### src/rtl/bit_serializer_pkg.sv
// Shared types and sizing helpers for the bit_serializer slice.
package bit_serializer_pkg;

    localparam int unsigned DEF_WIDTH = 8;
    localparam int unsigned DEF_DIV   = 4;

    typedef enum logic {
        IDLE,
        SHIFT
    } state_e;

    // Counter width for a range of n values; never narrower than one bit.
    function automatic int unsigned cnt_w(input int unsigned n);
        return (n > 1) ? $clog2(n) : 1;
    endfunction

endpackage

### src/rtl/bit_serializer_if.sv
// Upstream valid/ready word handshake into the serializer.
interface bit_serializer_if
    import bit_serializer_pkg::*;
#(
    parameter int unsigned WIDTH = DEF_WIDTH
) ();

    logic             in_valid;
    logic             in_ready;
    logic [WIDTH-1:0] in_data;

    modport master (output in_valid, output in_data, input in_ready);
    modport slave  (input in_valid, input in_data, output in_ready);

endinterface

### src/rtl/bit_serializer_strobe_gen.sv
// Mod-DIV prescaler: tick at count 0, wrap at count DIV-1.
module strobe_gen
    import bit_serializer_pkg::*;
#(
    parameter int unsigned DIV = DEF_DIV
) (
    input  logic clk,
    input  logic rst,
    input  logic clr_i,
    input  logic en_i,
    output logic tick_o,
    output logic wrap_o
);

    localparam int unsigned   CW   = cnt_w(DIV);
    localparam logic [CW-1:0] LAST = CW'(DIV - 1);

    logic [CW-1:0] cnt_q, cnt_d;

    always_comb begin
        cnt_d = cnt_q;
        if (clr_i) begin
            cnt_d = '0;
        end else if (en_i) begin
            cnt_d = (cnt_q == LAST) ? '0 : cnt_q + 1'b1;
        end
    end

    always_ff @(posedge clk) begin
        if (rst) begin
            cnt_q <= '0;
        end else begin
            cnt_q <= cnt_d;
        end
    end

    assign tick_o = (cnt_q == '0);
    assign wrap_o = (cnt_q == LAST);

endmodule

### src/rtl/bit_serializer.sv
// Parallel-to-serial front end: one ser_en strobe per bit, DIV cycles per bit.
module bit_serializer
    import bit_serializer_pkg::*;
#(
    parameter int unsigned WIDTH     = DEF_WIDTH,
    parameter int unsigned DIV       = DEF_DIV,
    parameter bit          MSB_FIRST = 1'b1
) (
    input  logic             clk,
    input  logic             rst,
    bit_serializer_if.slave  in_if,
    output logic             ser_d,
    output logic             ser_en,
    output logic             busy,
    output logic             done
);

    localparam int unsigned   BW    = cnt_w(WIDTH + 1);
    localparam logic [BW-1:0] NBITS = BW'(WIDTH);

    state_e           state_q, state_d;
    logic [WIDTH-1:0] sreg_q, sreg_d;
    logic [BW-1:0]    bit_cnt_q, bit_cnt_d;
    logic             ser_d_q, ser_d_d;
    logic             done_q, done_d;
    logic             accept, tick, wrap, last;

    assign in_if.in_ready = (state_q == IDLE) && !rst;
    assign accept         = in_if.in_valid && in_if.in_ready;

    strobe_gen #(.DIV(DIV)) u_strobe (
        .clk    (clk),
        .rst    (rst),
        .clr_i  (accept),
        .en_i   (state_q == SHIFT),
        .tick_o (tick),
        .wrap_o (wrap)
    );

    // ser_d is loaded one edge ahead of each count-0 cycle so the bit and its
    // strobe appear together; the first bit comes straight from in_data.
    always_comb begin
        state_d   = state_q;
        sreg_d    = sreg_q;
        bit_cnt_d = bit_cnt_q;
        ser_d_d   = ser_d_q;
        done_d    = 1'b0;
        last      = (bit_cnt_q + BW'(tick)) == NBITS;

        case (state_q)
            IDLE: begin
                if (accept) begin
                    state_d   = SHIFT;
                    bit_cnt_d = '0;
                    if (MSB_FIRST) begin
                        ser_d_d = in_if.in_data[WIDTH-1];
                        sreg_d  = in_if.in_data << 1;
                    end else begin
                        ser_d_d = in_if.in_data[0];
                        sreg_d  = in_if.in_data >> 1;
                    end
                end
            end
            SHIFT: begin
                if (tick) begin
                    bit_cnt_d = bit_cnt_q + 1'b1;
                end
                if (wrap) begin
                    if (last) begin
                        state_d = IDLE;
                        done_d  = 1'b1;
                    end else if (MSB_FIRST) begin
                        ser_d_d = sreg_q[WIDTH-1];
                        sreg_d  = sreg_q << 1;
                    end else begin
                        ser_d_d = sreg_q[0];
                        sreg_d  = sreg_q >> 1;
                    end
                end
            end
            default: state_d = IDLE;
        endcase
    end

    always_ff @(posedge clk) begin
        if (rst) begin
            state_q   <= IDLE;
            sreg_q    <= '0;
            bit_cnt_q <= '0;
            ser_d_q   <= 1'b0;
            done_q    <= 1'b0;
        end else begin
            state_q   <= state_d;
            sreg_q    <= sreg_d;
            bit_cnt_q <= bit_cnt_d;
            ser_d_q   <= ser_d_d;
            done_q    <= done_d;
        end
    end

    assign ser_d  = ser_d_q;
    assign ser_en = (state_q == SHIFT) && tick;
    assign busy   = (state_q == SHIFT);
    assign done   = done_q;

endmodule

### src/flat_wrapper.sv
// flat-port wrapper written by rule: the top's interface ports become plain ports
module bit_serializer_flat import bit_serializer_pkg::*;
#(
    parameter int unsigned WIDTH     = DEF_WIDTH,
    parameter int unsigned DIV       = DEF_DIV,
    parameter bit          MSB_FIRST = 1'b1
)
  (clk, rst, ser_d, ser_en, busy, done, in_if_in_valid, in_if_in_data, in_if_in_ready);
  bit_serializer_if #(.WIDTH(WIDTH)) in_if_i ();
  input  logic clk;
  input  logic rst;
  output logic ser_d;
  output logic ser_en;
  output logic busy;
  output logic done;
  input wire logic [$bits(in_if_i.in_valid)-1:0] in_if_in_valid;
  input wire logic [$bits(in_if_i.in_data)-1:0] in_if_in_data;
  output wire logic [$bits(in_if_i.in_ready)-1:0] in_if_in_ready;
  assign in_if_i.in_valid = in_if_in_valid;
  assign in_if_i.in_data = in_if_in_data;
  assign in_if_in_ready = in_if_i.in_ready;
  bit_serializer #(.WIDTH(WIDTH), .DIV(DIV), .MSB_FIRST(MSB_FIRST)) u_core (.clk(clk), .rst(rst), .in_if(in_if_i), .ser_d(ser_d), .ser_en(ser_en), .busy(busy), .done(done));
endmodule
### config.mk
export PLATFORM = sky130hd
export DESIGN_NAME = bit_serializer_flat
export DESIGN_NICKNAME = d
export VERILOG_FILES = /design/src/rtl/bit_serializer_pkg.sv /design/src/rtl/bit_serializer_if.sv /design/src/rtl/bit_serializer_strobe_gen.sv /design/src/rtl/bit_serializer.sv /design/src/flat_wrapper.sv
export SDC_FILE = /design/constraint.sdc
export NUM_CORES = 1
export LEC_CHECK = 0
export CAP_MARGIN = 20
export CORE_MARGIN = 4
export CORE_UTILIZATION = 50
export DETAILED_ROUTE_END_ITERATION = 16
export PLACE_DENSITY = 0.72
export SYNTH_ARGS = -nofsm -noshare
export SYNTH_HDL_FRONTEND = slang
export SYNTH_SLANG_ARGS = --single-unit
### constraint.sdc
create_clock -name clk -period 5.1 [get_ports clk]
set_input_delay 0.765 -clock clk [delete_from_list [all_inputs] [get_ports clk]]
set_output_delay 0.765 -clock clk [all_outputs]
set_load 0.01 [all_outputs]
==> flow_summary.yaml <==
outcome:
  status: "finished, final reports clean"
finish:
  area_growth_pct: 17.5
  multiInputGateArea_um2: 589
  nFillCells: 168
  layout.nets: 137
  ff_latch_area_um2: 320
  layout_commonest_cell: "dfxtp_1"
  drive_gt1_share_pct: 8.40
  final_cell_mix: "16 x dfxtp_1, 15 x clkdlybuf4s50_1, 13 x nor2_1"
  n_antenna_cell: 0
timing:
  relSlewSlack_pct: 57.2
  final.setup_skew_ns: 0.00810
  finalSetupTns_ns: 0
  hold-worst-slack_ns: 0.503
  tightest_slew_ns: 0.640
  rsz0062_at_grt: "no"
  min_period_ns: 3.03
  drv_slew: 0
  final_hold_viol_count: 0
  period_share_pct: 59.4
  setup-violations-final: 0
  fmax_mhz: 330
critical_path:
  cp.required_ns: 4.34
  crit_path_start_kind: "input port"
  end_kind: "output pin"
  worst_ep_arrival_time_ns: 2.26
  crit_fanout: 17
  criticalPathCategory: "input port to output pin"
cts:
  cts_tree: "built"
  numCtsBuffers: 3
  cts.reportedPaths.clkPinSlew_ns: 0.10
  ctsRootBufferMaster: "clkbuf_4"
  hold_buffers: 0
  cts.sinks: 16
  clk_latency_ns: 0.29
  cts_resized: 0
  htree_levels: 1
  post_cts_buffers: 0
  clk_path_buf_depth: 2
power_and_ir_drop:
  p_sw_mw: 0.0708
  p_comb_share_pct: 20.5
  powerDensity_nw_per_um2: 229
  leakage_nw: 0.447
  seqPwrFrac_pct: 53.5
  switching_share_pct: 27.3
  p_total_mw: 0.259
  peakVddDrop_uv: 131
  p_int_mw: 0.188
  clock_power_share_pct: 26.1
route:
  drt-initial-drc-count: 11
  wirelength_um: 1880
  vias_per_cell: 5.58
  ant_nets: 0
  vias: 803
  firstDrtPassIters: 4
  wl_per_cell_um: 13.1
  drc: 0
synthesis:
  yosysWarningCount: 0
  syn_inst: 108
  syn-num-nets: 124
  ys_ff_latch: 16
  synth_seq_area_share_pct: 33.2
  synth_area_per_cell_um2: 8.92
  ys_types: 33
  synth_area_um2: 963
floorplan:
  chipHeight_um: 51.9
  die_x_um: 51.9
  num_rows: 15
  die-area_um2: 2690
  core_area_um2: 1780
  ioPinCount: 16
  start_util_pct: 54.0
global_route:
  grt_pass1_vias: 737
  antenna_found_initial: 0
  grt_max_degree: 23
  grt_usage_pct: 16.5
  grt_pass1_wl_um: 3280
  grt_overflow: 0
place:
  io_buffers: 15
  finalWeightedCongestion: 0.775
  hpwl_um: 1340
hold_path:
  worstHoldPathType: "flip-flop to flip-flop"
job:
  maxCapViolations: 0
## metrics by stage
stage,utilization [%],instances,setup WS (ns),area [um^2]
2_1_floorplan,-,108,2.91,963
3_3_place_gp,62.2,141,2.07,1110
3_5_place_dp,62.2,141,2.07,1110
4_1_cts,63.5,144,2.06,1130
5_1_grt,63.5,144,2.01,1130
6_report,63.5,144,2.07,1130
## power groups by stage
stage	registers (mW)	logic [mW]	clock network (mW)
finish	0.138	0.0530	0.0675
global route	0.140	0.0593	0.0753
floorplan	0.139	0.0364	0
global placement	0.141	0.0519	0
CTS	0.138	0.0537	0.0689
detailed placement	0.141	0.0533	0
## worst max-delay path, stage by stage
cell and delay [ns]:
clkdlybuf4s50_1 0.74, nor2_1 0.20, clkdlybuf4s50_1 0.55
## cells by family after synthesis
kind of cell    after synthesis  share of synthesized area (%)
buf+inv                      11                           5.58
compound gates               24                           19.7
xor+xnor                      4                           4.42
simple gates                 39                           21.0
fa+ha+maj                     5                           6.49
mux                           9                           9.48
flops                        16                           33.2
## cell type report
class | count | share of cell area, %
multi-input cells | 81 | 52.0
repair buffers | 16 | 13.9
flip-flops and latches | 16 | 28.3
inverters | 3 | 0.994
clock buffers | 3 | 1.99
well taps | 25 | 2.76
## Yosys cell counts
cell / number / share of area, %
xor2_1: 2 / 1.8
a31oi_1: 1 / 0.65
o311ai_0: 1 / 0.91
dfxtp_1: 16 / 33
nor3b_1: 3 / 2.3
mux2i_1: 8 / 8.3
o22ai_1: 1 / 0.65
xnor2_2: 1 / 1.7
inv_1: 3 / 1.2
nor3_2: 1 / 1.0
o21ai_0: 1 / 0.52
nor2_1: 13 / 5.1
and3_1: 1 / 0.65
clkbuf_1: 3 / 1.2
nor3_1: 2 / 1.0
nand2b_1: 2 / 1.3
nand2_1: 9 / 3.5
mux2_2: 1 / 1.2
nand3b_1: 1 / 0.78
nand3_1: 1 / 0.52
a21oi_1: 5 / 2.6
ha_1: 5 / 6.5
buf_6: 1 / 1.2
a221o_1: 6 / 6.2
and2_2: 1 / 0.78
nand4_1: 2 / 1.3
o22a_1: 6 / 5.5
buf_2: 4 / 2.1
nor2b_4: 1 / 1.4
a311oi_1: 2 / 1.8
and2_1: 2 / 1.3
xnor2_1: 1 / 0.91
a21oi_2: 1 / 0.91
## per-layer routing
layer,track usage (%),up-vias,part of all wire (%)
met5,0,-,0
met4,9.17,0,2.4
met3,2.58,5,3.8
met2,24.9,15,42
met1,22.2,361,52
li1,-,422,-
## path summary, 6_finish.rpt
kind / start / end / slack [ns] / cells after the start
worst max register to register: u_core.u_strobe.cnt_q[0] / u_core.sreg_q[3] / 2.87 / 7
worst min-delay path: u_core.sreg_q[1] / u_core.sreg_q[2] / 0.50 / 1
worst max-delay path: rst / in_if_in_ready / 2.07 / 3
worst min register to register: u_core.sreg_q[1] / u_core.sreg_q[2] / 0.50 / 1
## state kept, by name (all words and copies together), names as in the netlist
register               cells
u_core.done                1
u_core.u_strobe.cnt_q      2
u_core.sreg_q              7
u_core.bit_cnt_q           4
u_core.ser_d               1
u_core.busy                1
No activity file was read; power rests on OpenSTA's default activity.
